<file path="src/rtl/volume_control_if.sv">
// Sample stream between the wave generator, the volume stage and the DAC path.
// Latency: none, this interface only bundles wires.
// Backpressure: none, the stream advances one sample per clock.
//   inwave  : offset-binary input sample (midpoint = silence)
//   control : requested volume level, 0 = mute .. 7 = unity
//   outwave : scaled offset-binary output sample
interface volume_control_if #(
  parameter int WIDTH = 14
);
  logic [WIDTH-1:0] inwave;
  logic [2:0]       control;
  logic [WIDTH-1:0] outwave;

  modport master (output inwave, output control, input outwave);
  modport slave  (input inwave, input control, output outwave);
endinterface

</file>
<file path="src/rtl/volume_control.sv">
// Volume stage: scales an offset-binary sample by 2^-(7-level), level 0 mutes.
// Latency: 1 cycle inwave->outwave; control->output 2 cycles, deferred to a zero crossing or timeout when gated.
// Backpressure: none, one sample accepted and produced every clock.
//   clk, rst_n : clock, asynchronous active-low reset
//   aud        : slave side of volume_control_if (inwave, control in; outwave out)
module volume_control #(
  parameter int WIDTH      = 14,
  parameter int ZC_TIMEOUT = 1024,
  parameter bit ZC_ENABLE  = 1'b1
) (
  input  logic             clk,
  input  logic             rst_n,
  volume_control_if.slave  aud
);

  localparam int CW = (ZC_TIMEOUT > 2) ? $clog2(ZC_TIMEOUT) : 1;
  localparam logic [WIDTH-1:0] MID = {1'b1, {(WIDTH-1){1'b0}}};

  logic [2:0]    ctrl_q;
  logic [2:0]    lvl;
  logic [2:0]    lvl_nxt;
  logic          pending;
  logic          pend_nxt;
  logic [CW-1:0] cnt;
  logic [CW-1:0] cnt_nxt;
  logic          prev_sign;
  logic          zc;
  logic [2:0]    shamt;

  logic signed [WIDTH-1:0] c;
  logic signed [WIDTH-1:0] shifted;
  logic        [WIDTH-1:0] out_nxt;

  // Offset binary to two's complement is just an MSB flip.
  assign c  = {~aud.inwave[WIDTH-1], aud.inwave[WIDTH-2:0]};
  assign zc = c[WIDTH-1] != prev_sign;

  // Level selection. The level chosen here is applied to the sample being
  // processed this cycle, so an update lands exactly on the crossing sample.
  always_comb begin
    lvl_nxt  = lvl;
    pend_nxt = pending;
    cnt_nxt  = cnt;
    if (!ZC_ENABLE) begin
      lvl_nxt = ctrl_q;
    end else if (!pending) begin
      if (ctrl_q != lvl) begin
        pend_nxt = 1'b1;
        cnt_nxt  = '0;
      end
    end else if (ctrl_q == lvl) begin
      // Request withdrawn before it took effect.
      pend_nxt = 1'b0;
      cnt_nxt  = '0;
    end else if (zc || cnt == CW'(ZC_TIMEOUT - 1)) begin
      // ctrl_q is always the newest request, so a retarget while pending
      // needs no extra handling and the counter keeps running.
      lvl_nxt  = ctrl_q;
      pend_nxt = 1'b0;
      cnt_nxt  = '0;
    end else begin
      cnt_nxt = cnt + 1'b1;
    end
  end

  // Arithmetic shift floors toward -inf; magnitude only shrinks, so no
  // overflow is possible when converting back to offset binary.
  assign shamt   = 3'd7 - lvl_nxt;
  assign shifted = c >>> shamt;
  assign out_nxt = (lvl_nxt == 3'd0) ? MID : {~shifted[WIDTH-1], shifted[WIDTH-2:0]};

  always_ff @(posedge clk or negedge rst_n) begin
    if (!rst_n) begin
      ctrl_q      <= 3'd7;
      lvl         <= 3'd7;
      pending     <= 1'b0;
      cnt         <= '0;
      prev_sign   <= 1'b0;
      aud.outwave <= MID;
    end else begin
      ctrl_q      <= aud.control;
      lvl         <= lvl_nxt;
      pending     <= pend_nxt;
      cnt         <= cnt_nxt;
      prev_sign   <= c[WIDTH-1];
      aud.outwave <= out_nxt;
    end
  end

endmodule

</file>
<file path="src/flat_wrapper.sv">
// flat-port wrapper written by rule: the top's interface ports become plain ports
module volume_control_flat 
#(
  parameter int WIDTH      = 14,
  parameter int ZC_TIMEOUT = 1024,
  parameter bit ZC_ENABLE  = 1'b1
)
  (clk, rst_n, aud_inwave, aud_control, aud_outwave);
  volume_control_if #(.WIDTH(WIDTH)) aud_i ();
  input  logic clk;
  input  logic rst_n;
  input wire logic [$bits(aud_i.inwave)-1:0] aud_inwave;
  input wire logic [$bits(aud_i.control)-1:0] aud_control;
  output wire logic [$bits(aud_i.outwave)-1:0] aud_outwave;
  assign aud_i.inwave = aud_inwave;
  assign aud_i.control = aud_control;
  assign aud_outwave = aud_i.outwave;
  volume_control #(.WIDTH(WIDTH), .ZC_TIMEOUT(ZC_TIMEOUT), .ZC_ENABLE(ZC_ENABLE)) u_core (.clk(clk), .rst_n(rst_n), .aud(aud_i));
endmodule
</file>
<file path="config.mk">
export PLATFORM = sky130hd
export DESIGN_NAME = volume_control_flat
export DESIGN_NICKNAME = d
export VERILOG_FILES = /design/src/rtl/volume_control_if.sv /design/src/rtl/volume_control.sv /design/src/flat_wrapper.sv
export SDC_FILE = /design/constraint.sdc
export NUM_CORES = 1
export LEC_CHECK = 0
export BUFFER_PORTS_ARGS = -buffer_cell sky130_fd_sc_hd__buf_2
export CAP_MARGIN = 20
export CORE_UTILIZATION = 50
export DETAILED_ROUTE_END_ITERATION = 12
export GPL_TIMING_DRIVEN = 0
export MAX_ROUTING_LAYER = met4
export PLACE_DENSITY_LB_ADDON = 0.2
export SETUP_SLACK_MARGIN = 0.15
export SLEW_MARGIN = 30
export SYNTH_ARGS = -nofsm -noshare
export SYNTH_HDL_FRONTEND = slang
export SYNTH_SLANG_ARGS = --single-unit
</file>
<file path="constraint.sdc">
create_clock -name clk -period 6 [get_ports clk]
set_clock_uncertainty 0.2 [all_clocks]
set_input_delay 1.2 -clock clk [delete_from_list [all_inputs] [get_ports clk]]
set_output_delay 1.2 -clock clk [all_outputs]
set_load 0.02 [all_outputs]
</file>
==> results by group <==
GRT
  – Overflow after GRT: 0
  – First-pass GRT wire length: between 7000 and 8000 µm
  – Antenna violations before repair: 0
  – Vias in the first global route: 1,501
  – GRT Total Usage: 24.2%
  – Largest net degree at the start of global routing: 33

Place
  – Setup WS pre-CTS: roughly 2.5 ns
  – Dpl cell area: 2080 µm²
  – Port bufs: 30
  – RePlAce Congestion: approximately 0.88
  – Post-DP HPWL: 3040 µm

Clock network
  – CTS clk-pin slew, worst paths: roughly 0.070 ns
  – Clock sink total: 32
  – Max Root-Sink Buffers: 2
  – Htree depth: 2
  – Root Driver: clkbuf_8
  – CTS Hold Buffers Added: 0
  – Cts repair resizes: 0
  – Setup Buffers After CTS: 0
  – Inserted Clock Buffers: 5
  – Worst skew pair latency: 0.29 ns
  – CTS tree: yes

Timing
  – Final Hold Fails: 0
  – Final worst slack: ~2.7 ns
  – Slew margin rel.: 54.3%
  – Upper clock frequency limit: 305 MHz
  – RSZ-0062 raised after global routing: false
  – TNS Setup: 0 ns
  – Fin. max-slew vios: 0
  – Setup violators final: 0
  – Fin crit share: between 50% and 60%
  – Slew @ Worst Pin: 0.686 ns
  – Fin crit period: 3.28 ns

Layout
  – Commonest cells after routing, fill and taps aside: buf_2, dfrtp_1, nor2_1, nand2_1, mux2i_1
  – Number of fill cells: 300
  – Most common cell after layout, fill and taps aside: buf_2
  – Layout cells sized above 1: 33.3%
  – Multi-input logic area: 941 µm²
  – Area Growth Syn to Fin: 17.9%
  – Post-route cell area: 2200 µm²
  – N_diodes: 0
  – Fin nets: 235
  – Seq. cell area: slightly above 800 µm²

Logic synthesis
  – Dominant cell type by area after synthesis: dfrtp_1
  – Mapped Nets: 198
  – Seq/Total Area, Yosys: 43.3%
  – Multiplexer area fraction after synthesis: 9.18%
  – Post-synthesis cell area: 1870 µm²
  – Synth Instances: 178
  – Yosys warns: 0
  – Post-Synth XOR/XNOR Area: 4.15%
  – Post-synthesis adder-cell area fraction: 0.670%
  – Synth top area share: about a third
  – Yosys reg bits: 32
  – EDFF count, synth: 0
  – Post-synth top flop: dfrtp_1
  – Area fraction in and, or, nand and nor cells after synthesis: 15.1%
  – Synth area leaders: dfrtp_1, dfstp_2, mux2i_1, o21ai_0, nor2_1
  – Async set-or-reset flop fraction in the synthesized netlist: between 90% and 100%
  – Compound-Gate Fraction of Synth Area: 21.3%
  – Largest family of logic cells by synthesized area: compound AO/OA/AOI/OAI gates
  – Unique masters post-synth: 54
  – Post-Syn Area per Cell: 10.5 µm²

Drt
  – Drt pass-1 iters: 4
  – Starting DRC count in detailed routing: 126
  – WL final: about 4100 µm
  – Vias per std cell: 5.79
  – Wirelength per Cell: 15.8 µm
  – DRC: 0
  – Detailed-route via count: 1,516
  – Antenna-violating nets left: 0

Setup path
  – CP startpoint kind: input pin
  – Crit path cell chain: buf_4 > xor2_2 > o32ai_4 > mux2i_2 > inv_2 > buf_6 > nand2_4 > buf_6 > o22ai_1 > a211o_1
  – Max stage delay on crit path: 0.59 ns
  – Peak fanout along the critical path: 10
  – CP Buf/Inv Count: 4
  – Worst Path Required: 5.97 ns
  – Slowest library cell on the worst path: mux2i_2
  – CP delay by family, top: compound AO/OA/AOI/OAI gates
  – Top cell by count, worst path: buf_6
  – Arrival @ worst endpoint: 3.25 ns
  – Critical path class: in2reg
  – Critical path capture point type: register

Floorplan
  – Die X: 63.1 µm
  – Initial Util: a little over half
  – I/O pins: 33
  – Core region area: 3470 µm²
  – FP Rows: 21
  – Die area: approximately 4000 µm²
  – Chip Height: ~63 µm

Outcome
  – Status: complete, no violations

Worst hold path
  – Worst hold-check path type: reg2reg

Power
  – Clock Power Share: 19.5%
  – Psw: 0.457 mW
  – Leakage Power: approximately 0.97 nW
  – Net Sw Frac: 39.7%
  – Share of total power in sequential cells: 28.9%
  – Logic pwr share: just over 50%
  – Worst vdd ir: 0.000264 V
  – Cell-internal power: about 0.69 mW
  – Power Density: 523 nW/µm²
  – Total power: ~1.2 mW

Flow run
  – Max-cap violations: 0
-- state kept, by name, summed over array words and instances, names as in the netlist --
| name | flops |
|---|---|
| u_core.aud.outwave | 14 |
| u_core.lvl | 3 |
| u_core.pending | 1 |
| u_core.ctrl_q | 3 |
| u_core.prev_sign | 1 |
| u_core.cnt | 10 |
-- metal layers --
metal,GRT usage [%],up-vias,share of wire (%)
met5,-,-,0
met4,13.7,0,1.8
met3,5.80,5,3.6
met1,27.4,742,44
met2,39.2,38,50
li1,-,731,-
-- metrics by stage --
step | instances | utilization [%] | hold slack, ns
finish | 262 | 63.5 | 0.333
global route | 262 | 63.5 | 0.371
detailed placement | 254 | 59.8 | 0.326
CTS | 262 | 63.5 | 0.335
floorplan | 178 | - | 0.268
global placement | 254 | 59.8 | 0.293
-- kinds of logic (layout without fill, tap and decap cells) --
logic type / count (synthesis) / after routing
AND/OR/NAND/NOR: 53 / 53
buffers and inverters: 15 / 53
flip-flops: 32 / 32
AO/OA/AOI/OAI: 53 / 53
adder cells (fa/ha/maj): 1 / 1
XOR/XNOR: 8 / 8
multiplexers: 16 / 16
-- power groups by stage --
| stage | Sequential, mW | Combinational, mW | Clock, mW |
|---|---|---|---|
| after floorplan | 0.390 | 0.398 | 0 |
| after global placement | 0.333 | 0.582 | 0 |
| after detailed placement | 0.336 | 0.593 | 0 |
| after CTS | 0.332 | 0.595 | 0.231 |
| after global routing | 0.340 | 0.644 | 0.241 |
| final | 0.333 | 0.594 | 0.225 |
-- final timing paths --
path	depth (start not counted)	from	slack [ns]	endpoint
max	10	aud_inwave[13]	2.72	u_core.aud.outwave[6]$_DFF_PN0_
min reg2reg	2	u_core.cnt[1]$_DFFE_PN0P_	0.33	u_core.cnt[1]$_DFFE_PN0P_
max reg2reg	10	u_core.cnt[0]$_DFFE_PN0P_	2.97	u_core.aud.outwave[6]$_DFF_PN0_
max in group asynchronous	1	rst_n	4.40	u_core.aud.outwave[1]$_DFF_PN0_
min in group asynchronous	1	rst_n	0.75	u_core.cnt[0]$_DFFE_PN0P_
min	2	u_core.cnt[1]$_DFFE_PN0P_	0.33	u_core.cnt[1]$_DFFE_PN0P_
-- worst register-to-register path: stages (launching register included) --
cell	delay [ns]
dfrtp_1	0.39
ha_1	0.23
nand2_1	0.15
o32ai_4	0.54
mux2i_2	0.59
inv_2	0.09
buf_6	0.17
nand2_4	0.06
buf_6	0.14
o22ai_1	0.07
a211o_1	0.30
-- synthesized netlist by cell type, types with 2 or more instances --
| library cell | n |
|---|---|
| o21ai_0 | 11 |
| dfstp_2 | 7 |
| inv_1 | 3 |
| mux2i_1 | 12 |
| a211o_1 | 5 |
| nor3_1 | 2 |
| inv_2 | 2 |
| o21ai_1 | 7 |
| a211oi_1 | 2 |
| o22ai_1 | 2 |
| clkbuf_1 | 3 |
| nand4_1 | 4 |
| o31ai_1 | 2 |
| dfrtp_1 | 25 |
| a21oi_1 | 7 |
| buf_6 | 4 |
| o221ai_1 | 4 |
| nor2b_1 | 2 |
| nand3_1 | 6 |
| or3b_2 | 2 |
| o211ai_1 | 2 |
| nor2_1 | 14 |
| xnor2_1 | 5 |
| xor2_1 | 2 |
| a221oi_1 | 2 |
| nand2_1 | 12 |
| nand2_2 | 2 |
-- layout make-up --
type	instances	area share, %
clock inverters	1	1.36
plain buffers	10	4.49
inverters	5	0.852
well taps	46	2.61
flip-flops and latches	32	36.8
multi-input cells	131	42.7
repair buffers	30	6.82
clock buffers	7	4.38
No activity file was read; power rests on OpenSTA's default activity.
